[src/rtl/divider_pkg.sv]
// Shared constants and the per-channel configuration record for the tick divider.
package divider_pkg;

  // Counter/divisor width and the divisor every channel starts with out of reset.
  localparam int CNT_W_DEFAULT   = 8;
  localparam int DEFAULT_DIV_VAL = 7;

  // One configuration write as seen by a single channel.
  // The div field is CNT_W_DEFAULT wide, so a top-level CNT_W must not exceed it.
  typedef struct packed {
    logic [CNT_W_DEFAULT-1:0] div;
    logic                     casc;
  } ch_cfg_t;

endpackage

[src/rtl/tick_div_channel.sv]
// One divider channel: a counter with active/shadow divisors, an optional cascade
// gate from the upstream channel, and registered tick/square outputs.
module tick_div_channel
  import divider_pkg::*;
#(
  parameter int CNT_W       = CNT_W_DEFAULT,
  parameter int DEFAULT_DIV = DEFAULT_DIV_VAL
) (
  input  logic    clk,
  input  logic    reset,
  input  logic    en,
  input  logic    casc_in,
  input  logic    sync,
  input  logic    wr,
  input  ch_cfg_t cfg,
  output logic    wrap,
  output logic    tick,
  output logic    sq
);

  logic [CNT_W-1:0] cnt;
  logic [CNT_W-1:0] div_act;
  logic [CNT_W-1:0] div_shd;
  logic             casc;
  logic [CNT_W-1:0] new_div;
  logic [CNT_W-1:0] eff_div;
  logic [CNT_W:0]   half_div;
  logic             adv;
  logic             sq_next;

  // Advance/wrap decode; divisors 0 and 1 both behave as divide-by-one, and the
  // square wave is high for the first ceil(eff_div/2) counts of each period.
  always_comb begin
    new_div  = CNT_W'(cfg.div);
    eff_div  = (div_act <= CNT_W'(1)) ? CNT_W'(1) : div_act;
    adv      = en & (~casc | casc_in);
    wrap     = adv & (cnt == (eff_div - CNT_W'(1)));
    half_div = ({1'b0, eff_div} + (CNT_W+1)'(1)) >> 1;
    sq_next  = ({1'b0, cnt} < half_div);
  end

  // Counter, divisor registers and output registers; sync beats a wrap, a wrap
  // beats the disabled-channel immediate load, and the shadow always takes a write.
  always_ff @(posedge clk) begin
    if (reset) begin
      cnt     <= '0;
      div_act <= CNT_W'(DEFAULT_DIV);
      div_shd <= CNT_W'(DEFAULT_DIV);
      casc    <= 1'b0;
      tick    <= 1'b0;
      sq      <= 1'b0;
    end else begin
      tick <= wrap & ~sync;
      if (en) begin
        sq <= sq_next;
      end
      if (wr) begin
        div_shd <= new_div;
        casc    <= cfg.casc;
      end
      if (sync) begin
        cnt     <= '0;
        div_act <= div_shd;
      end else if (wrap) begin
        cnt     <= '0;
        div_act <= wr ? new_div : div_shd;
      end else if (wr && !en) begin
        cnt     <= '0;
        div_act <= new_div;
      end else if (adv) begin
        cnt <= cnt + CNT_W'(1);
      end
    end
  end

endmodule

[src/rtl/prog_tick_divider.sv]
// Multi-channel programmable tick divider: write decode, cascade wiring and one
// tick_div_channel per channel, all in the single system clock domain.
module prog_tick_divider
  import divider_pkg::*;
#(
  parameter int N_CH        = 4,
  parameter int CNT_W       = CNT_W_DEFAULT,
  parameter int DEFAULT_DIV = DEFAULT_DIV_VAL
) (
  input  logic                    clk,
  input  logic                    reset,
  input  logic                    cfg_we,
  input  logic [$clog2(N_CH)-1:0] cfg_ch,
  input  logic [CNT_W-1:0]        cfg_div,
  input  logic                    cfg_casc,
  input  logic [N_CH-1:0]         ch_en,
  input  logic                    sync,
  output logic [N_CH-1:0]         tick,
  output logic [N_CH-1:0]         sq
);

  localparam int CH_W = $clog2(N_CH);

  logic [N_CH-1:0] wrap_w;

  for (genvar gi = 0; gi < N_CH; gi++) begin : g_ch
    logic    wr_sel;
    logic    casc_up;
    ch_cfg_t cfg_pkt;

    // Select this channel for a write and pick its upstream wrap; channel 0 has
    // no upstream, so its cascade input and cascade bit are held at zero.
    always_comb begin
      wr_sel       = cfg_we && (cfg_ch == CH_W'(gi));
      cfg_pkt.div  = CNT_W_DEFAULT'(cfg_div);
      cfg_pkt.casc = (gi == 0) ? 1'b0 : cfg_casc;
      casc_up      = (gi == 0) ? 1'b0 : wrap_w[(gi == 0) ? 0 : gi-1];
    end

    tick_div_channel #(
      .CNT_W       (CNT_W),
      .DEFAULT_DIV (DEFAULT_DIV)
    ) u_ch (
      .clk     (clk),
      .reset   (reset),
      .en      (ch_en[gi]),
      .casc_in (casc_up),
      .sync    (sync),
      .wr      (wr_sel),
      .cfg     (cfg_pkt),
      .wrap    (wrap_w[gi]),
      .tick    (tick[gi]),
      .sq      (sq[gi])
    );
  end

endmodule
[config.mk]
export PLATFORM = sky130hd
export DESIGN_NAME = prog_tick_divider
export DESIGN_NICKNAME = d
export VERILOG_FILES = /design/src/rtl/divider_pkg.sv /design/src/rtl/tick_div_channel.sv /design/src/rtl/prog_tick_divider.sv
export SDC_FILE = /design/constraint.sdc
export NUM_CORES = 1
export LEC_CHECK = 0
export CAP_MARGIN = 20
export CORE_ASPECT_RATIO = 0.8
export CORE_UTILIZATION = 25
export DETAILED_ROUTE_END_ITERATION = 8
export GPL_TIMING_DRIVEN = 0
export HOLD_SLACK_MARGIN = 0.06
export PLACE_DENSITY = 0.42
export SYNTH_ARGS = -nofsm -noshare
export SYNTH_HDL_FRONTEND = slang
export SYNTH_HIERARCHICAL = 1
export SYNTH_SLANG_ARGS = --single-unit
[constraint.sdc]
create_clock -name clk -period 16.2 [get_ports clk]
set_input_delay 2.43 -clock clk [delete_from_list [all_inputs] [get_ports clk]]
set_output_delay 2.43 -clock clk [all_outputs]
set_load 0.05 [all_outputs]
* After elaboration in Yosys (flattened, before gate mapping)
Cells that the tools add are included.
Storage, ports and cells: word-level logic and storage cells 109, bits of input ports 19, register bits 107, latch bits 0, ROM bits 0, memories 0, output and inout port bits 8, RAM bits 0
Operators by class: magnitude comparators 8, bitwise gates (word level) 18, $mul 0, multiplexer cells 20, div/mod/pow operators 0, reduce and logical (&&, ||, !) cells 21, shifts and indexed selects 0, add/subtract/negate cells 12, equal/unequal tests 7
Operator list (number):
- $mux 8 | 20
- $add 8x1->9 const B | 4
- $add 8x1->8 const B | 4
- $eq 8x8->1 | 4
- $le 8x1->1 const B | 4
- $lt 8x8->1 | 4
- $sub 8x1->8 const B | 4
- $reduce_or 4->1 | 4
- $reduce_bool 3->1 | 4
- $and 1x1->1 | 11
- $logic_and 1x1->1 | 8
- $eq 2x2->1 const B | 2
- $logic_not 1->1 | 4
- $not 1->1 | 4
- $or 1x1->1 | 3
- $eq 2x1->1 const B | 1
- $logic_not 2->1 | 1

* Logic depth before layout (Yosys ltp)
depth after elaboration 16, gate-level depth with buffers 29, gate-level depth less buffers 26

* Modules after synthesis
Netlist, hierarchy kept.
By module, submodules not included:
- tick_div_channel | area an instance 1677.9 um2, sequential area each 540.5 um2, cells each 192, times used 4
- prog_tick_divider | area an instance 41.3 um2, sequential area each 0.0 um2, cells each 5, times used 1

* Worst setup path before layout
No wires, ideal clock.
path type input to register, start input port ch_en[0], end register g_ch[3].u_ch.cnt[0], library setup time 0.115 ns, path buffers 2, slack 8.406 ns, stages 25, arrival time 7.679 ns, required time 16.085 ns, cell sequence inv_1 a21oi_1 o2111a_1 nand4_2 nor4_4 inv_1 a21oi_1 o2111a_1 nand4_2 nor4_4 inv_1 a21oi_1 o2111a_1 nand4_2 nor4_4 inv_1 a21oi_1 o2111a_1 nand4_2 nor4_4 a211o_1 buf_6 nand2b_4 buf_6 nor2_1
Between the ends: word-level cells in the longest chain between the ends 11
Ends and longest elaborated chain:
- from (decl) | RTL line prog_tick_divider.sv:16 | input logic [N_CH-1:0] ch_en,
- $and 1x1->1 | RTL line tick_div_channel.sv:37 | wrap = adv & (cnt == (eff_div - CNT_W'(1)));
- named net g_ch[1].casc_up | RTL line prog_tick_divider.sv:28 | logic casc_up;
- $or 1x1->1 | RTL line tick_div_channel.sv:36 | adv = en & (~casc | casc_in);
- $and 1x1->1 | RTL line tick_div_channel.sv:36
- $and 1x1->1 | RTL line tick_div_channel.sv:37
- named net g_ch[2].casc_up | RTL line prog_tick_divider.sv:28
- $or 1x1->1 | RTL line tick_div_channel.sv:36
- $and 1x1->1 | RTL line tick_div_channel.sv:36
- $and 1x1->1 | RTL line tick_div_channel.sv:37
- named net g_ch[3].casc_up | RTL line prog_tick_divider.sv:28
- $or 1x1->1 | RTL line tick_div_channel.sv:36
- $and 1x1->1 | RTL line tick_div_channel.sv:36
- $and 1x1->1 | RTL line tick_div_channel.sv:37
- named net wrap_w[3] | RTL line prog_tick_divider.sv:24 | logic [N_CH-1:0] wrap_w;
- $reduce_or 4->1 (no source line)
- to (signal assigned) | RTL line tick_div_channel.sv:71 | cnt <= cnt + CNT_W'(1);
- to (decl) | RTL line tick_div_channel.sv:21 | logic [CNT_W-1:0] cnt;
The timed path passes the listed nets, and every way through them passes these cells. A chain may end at the register's enable or synchronous reset.

* Final worst setup path
start input port ch_en[0], end register g_ch[3].u_ch.div_act[0]
Between the ends: word-level cells in the longest chain between the ends 12, elaborated cells on any way between the ends 13, classes of those cells mux (2); bitwise (10); reduce/logical (1)
Ends and longest elaborated chain:
- $and 1x1->1 (*) | RTL line tick_div_channel.sv:37
- named net g_ch[1].casc_up | RTL line prog_tick_divider.sv:28
- $or 1x1->1 (*) | RTL line tick_div_channel.sv:36
- $and 1x1->1 (*) | RTL line tick_div_channel.sv:36
- $and 1x1->1 (*) | RTL line tick_div_channel.sv:37
- named net g_ch[2].casc_up | RTL line prog_tick_divider.sv:28
- $or 1x1->1 (*) | RTL line tick_div_channel.sv:36
- $and 1x1->1 (*) | RTL line tick_div_channel.sv:36
- $and 1x1->1 (*) | RTL line tick_div_channel.sv:37
- named net g_ch[3].casc_up | RTL line prog_tick_divider.sv:28
- $or 1x1->1 (*) | RTL line tick_div_channel.sv:36
- $and 1x1->1 (*) | RTL line tick_div_channel.sv:36
- $and 1x1->1 (*) | RTL line tick_div_channel.sv:37
- named net wrap_w[3] | RTL line prog_tick_divider.sv:24
- $mux 8 | RTL line tick_div_channel.sv:64 | end else if (wrap) begin
- $mux 8 | RTL line tick_div_channel.sv:61 | if (sync) begin
- to (signal assigned) | RTL line tick_div_channel.sv:63 | div_act <= div_shd;
- to (signal assigned) | RTL line tick_div_channel.sv:66 | div_act <= wr ? new_div : div_shd;
- to (signal assigned) | RTL line tick_div_channel.sv:69 | div_act <= new_div;
- to (decl) | RTL line tick_div_channel.sv:22 | logic [CNT_W-1:0] div_act;
The timed path passes the listed nets; every way through them passes the cells marked *.

==> flow_summary.toml <==
[floorplan]
core_um2 = 26400
die_y_um = 149
start_util = 0.256
die_x_um = 186
num_rows = 53
dieArea_um2 = 27700
pin_count = 27

[power_and_ir_drop]
ir_worst_vdd_v = 0.0000612
cellPowerDensity_nw_per_um2 = 78.4
p_leak_uw = 0.00300

[synth]
synth_top_area_share = 0.320
synth_edf_count = 0
synthArstFlopShare = 0
ys_ff_latch = 108
synth.area.top_cells = "dfxtp_1, ha_1, mux2i_1, nor2_1, xnor2_1"
ys_top_cells_by_count = "dfxtp_1, nor2_1, inv_1"
yosysWarnings = 6
yosys.area.top_type = "dfxtp_1"
syn_avg_cell_area_um2 = 8.74
yosysSeqAreaShare = 0.320
post-synth-top-count-cell = "dfxtp_1"
netlist_area_um2 = 6750
ys_types = 44
synth_top_flop_cell = "dfxtp_1"
synthCells = 773

[worst_setup_path]
reg2reg_from = "g_ch[0].u_ch/div_act[4]"
cp-end-kind = "flip-flop"
crit_arrival_ns = 9.36
reg2reg_depth = 27
cp-start-kind = "input port"
rrSetupSlack_ns = 8.75
crit_required_ns = 16.41
crit_buf_inv = 5
slowest_stage = "a21oi_1"
reg2reg_to = "g_ch[3].u_ch/div_act[0]"
crit_family = "compound AO/OA/AOI/OAI gates"
crit_type = "input port to flip-flop"
worstPathCellList = "clkdlybuf4s50_1 > inv_1 > a21oi_1 > o2111a_1 > nand4_2 > nor4_4 > inv_1 > a21oi_1 > o2111a_1 > nand4_2 > nor4_4 > inv_1 > a21oi_1 > o2111a_1 > nand4_2 > nor4_4 > inv_1 > a21oi_1 > o2111a_1 > nand4_2 > nor4_4 > o211a_1 > and2b_1 > o31ai_2"
critPathMaxStageDelay_ns = 0.54
path_max_fanout = 8

[clocking]
ctsResizeCount = 0
cts.sinks = 108
clk_transition_reported_paths_ns = 0.07
postCtsSetupBuffers = 0
root_buffer = "clkbuf_16"
cts_hold_buf = 0
cts-htree-levels = 3
cts_tree = "done"
cts_made_buffers = 9
clk_latency_ns = 0.36
cts_buffer_depth = 2

[placed_design]
dp_hpwl_um = 12700
placed_area_um2 = 7450
io_buffer_count = 25
gp_congestion = 0.774

[timing]
setup_tns_ns = 0
hold_ws_ns = 0.473
finalSetupViolations = 0
finalHoldViolations = 0
max_freq_mhz = 109
period_share = 0.565
timing.final.crit_period_ns = 9.15
clock_skew_ns = 0.00812
finalMaxSlewViolations = 0
rsz0062_at_grt = "no"
relSlewSlack = 0.481
worst_slew_pin_slew_ns = 0.779

[status]
status = "finished clean"

[drt]
drt_iter0_drc = 245
drc_errors = 0
via_per_inst = 4.54
drt_pass1_iterations = 4
vias = 5307
drt_wl_total_um = 17100
wl_per_cell_um = 14.6
ant_nets = 0

[global_routing]
grtUsageMet1 = 0.203
grt_busiest_layer = "met1"
overflow = 0
grt_pass1_vias = 5136
antenna_found_initial = 0
use_met3 = 0.0273
grtUsageTotal = 0.132
grt_max_degree = 16
gr-usage-met2 = 0.186
grt_pass1_wl_um = 28200

[job]
maxCapViolations = 0

[cells_and_area]
area_growth_pct = 14.9
final_layout_size_suffix_gt1_frac = 0.0910
diodes = 0
nNetsFinal = 869
nFillCells = 2872
seq_area_um2 = 2160
multi_input_comb_area_um2 = 4100
design_area_um2 = 7760

[worst_hold_path]
min_from = "g_ch[1].u_ch/sq"
holdCritPathClass = "flip-flop to flip-flop"
holdPathStages = 2
min_to = "g_ch[1].u_ch/sq"
## worst max path at each step
stage | startpoint | end | slack, ns | depth (start not counted)
after floorplan | ch_en[0] | g_ch[3].u_ch/cnt[0] | 8.41 | 25
after global placement | ch_en[0] | g_ch[3].u_ch/div_act[2] | 6.58 | 24
after detailed placement | ch_en[0] | g_ch[3].u_ch/div_act[0] | 6.55 | 24
after CTS | ch_en[0] | g_ch[3].u_ch/div_act[0] | 6.90 | 24
after global routing | ch_en[0] | g_ch[3].u_ch/div_act[0] | 6.43 | 24
final | ch_en[0] | g_ch[3].u_ch/div_act[0] | 7.05 | 24
## report_power, final
| part | internal (µW) | switching (µW) | leakage, µW | total [µW] |
|---|---|---|---|---|
| clock | 138 | 102 | 0.000149 | 240 |
| combinational | 36.0 | 50.5 | 0.00197 | 86.5 |
| sequential | 274 | 7.44 | 0.000880 | 281 |
## sequential cells by signal, summed over array words and instances, names as in the netlist
name / count
g_ch.u_ch/cnt: 32
g_ch.u_ch/div_act: 32
g_ch.u_ch/div_shd: 32
g_ch.u_ch/casc: 4
g_ch.u_ch/sq: 4
g_ch.u_ch/tick: 4
## routing by layer
metal	wire (µm)	share of wire	vias to the layer above
li1	-	-	2778
met3	566	0.033	9
met1	9580	0.56	2442
met4	144	0.0084	0
met5	0	0	-
met2	6760	0.40	78
## kinds of logic after synthesis
logic type	share of synthesized area
AND/OR/NAND/NOR	0.203
AO/OA/AOI/OAI	0.167
flip-flops	0.320
buffers and inverters	0.0726
XOR/XNOR	0.104
adder cells (fa/ha/maj)	0.0741
multiplexers	0.0593
other	0.000555
## worst register-to-register path, cell delays in order, from the launching register on
cell      delay (ns)
dfxtp_1         0.30
buf_2           0.17
nor3_2          0.30
a31oi_1         0.20
ha_1            0.31
nor2_1          0.11
nor2_1          0.05
a221oi_1        0.30
a41oi_1         0.13
nor4_4          0.43
inv_1           0.08
a21oi_1         0.51
o2111a_1        0.30
nand4_2         0.13
nor4_4          0.48
inv_1           0.08
a21oi_1         0.54
o2111a_1        0.30
nand4_2         0.13
nor4_4          0.44
inv_1           0.07
a21oi_1         0.52
o2111a_1        0.30
nand4_2         0.13
nor4_4          0.39
o211a_1         0.36
and2b_1         0.19
o31ai_2         0.07
## cell usage in the layout (no fill, tap or decap), drive strengths merged, types with 17 or more instances in the layout
| cell type | synthesis | layout |
|---|---|---|
| dfxtp | 108 | 108 |
| nor2 | 108 | 108 |
| o221ai | 20 | 20 |
| a21oi | 36 | 36 |
| o21ai | 24 | 24 |
| clkdlybuf4s50 | 0 | 25 |
| and3 | 17 | 17 |
| buf | 28 | 28 |
| xnor2 | 44 | 44 |
| ha | 40 | 40 |
| nand2 | 28 | 28 |
| inv | 56 | 56 |
| mux2i | 40 | 40 |
| clkbuf | 20 | 32 |
| xor2 | 36 | 36 |
| nand3 | 32 | 32 |
## final cells by class
class	instances	share of cell area
Sequential cell	108	0.279
Inverter	56	0.0271
Clock inverter	2	0.00774
Buffer	48	0.0361
Multi-Input combinational cell	562	0.529
Clock buffer	12	0.0318
Timing Repair Buffer	25	0.0322
Tap cell	357	0.0576
## metrics by stage
step	power [µW]	instances	setup slack [ns]	util
2_1_floorplan	347	774	8.41	-
3_3_place_gp	375	1156	6.58	0.282
3_5_place_dp	375	1156	6.55	0.282
4_1_cts	621	1170	6.90	0.294
5_1_grt	643	1170	6.43	0.294
6_report	608	1170	7.05	0.294
Power figures use the tool's default switching activity.
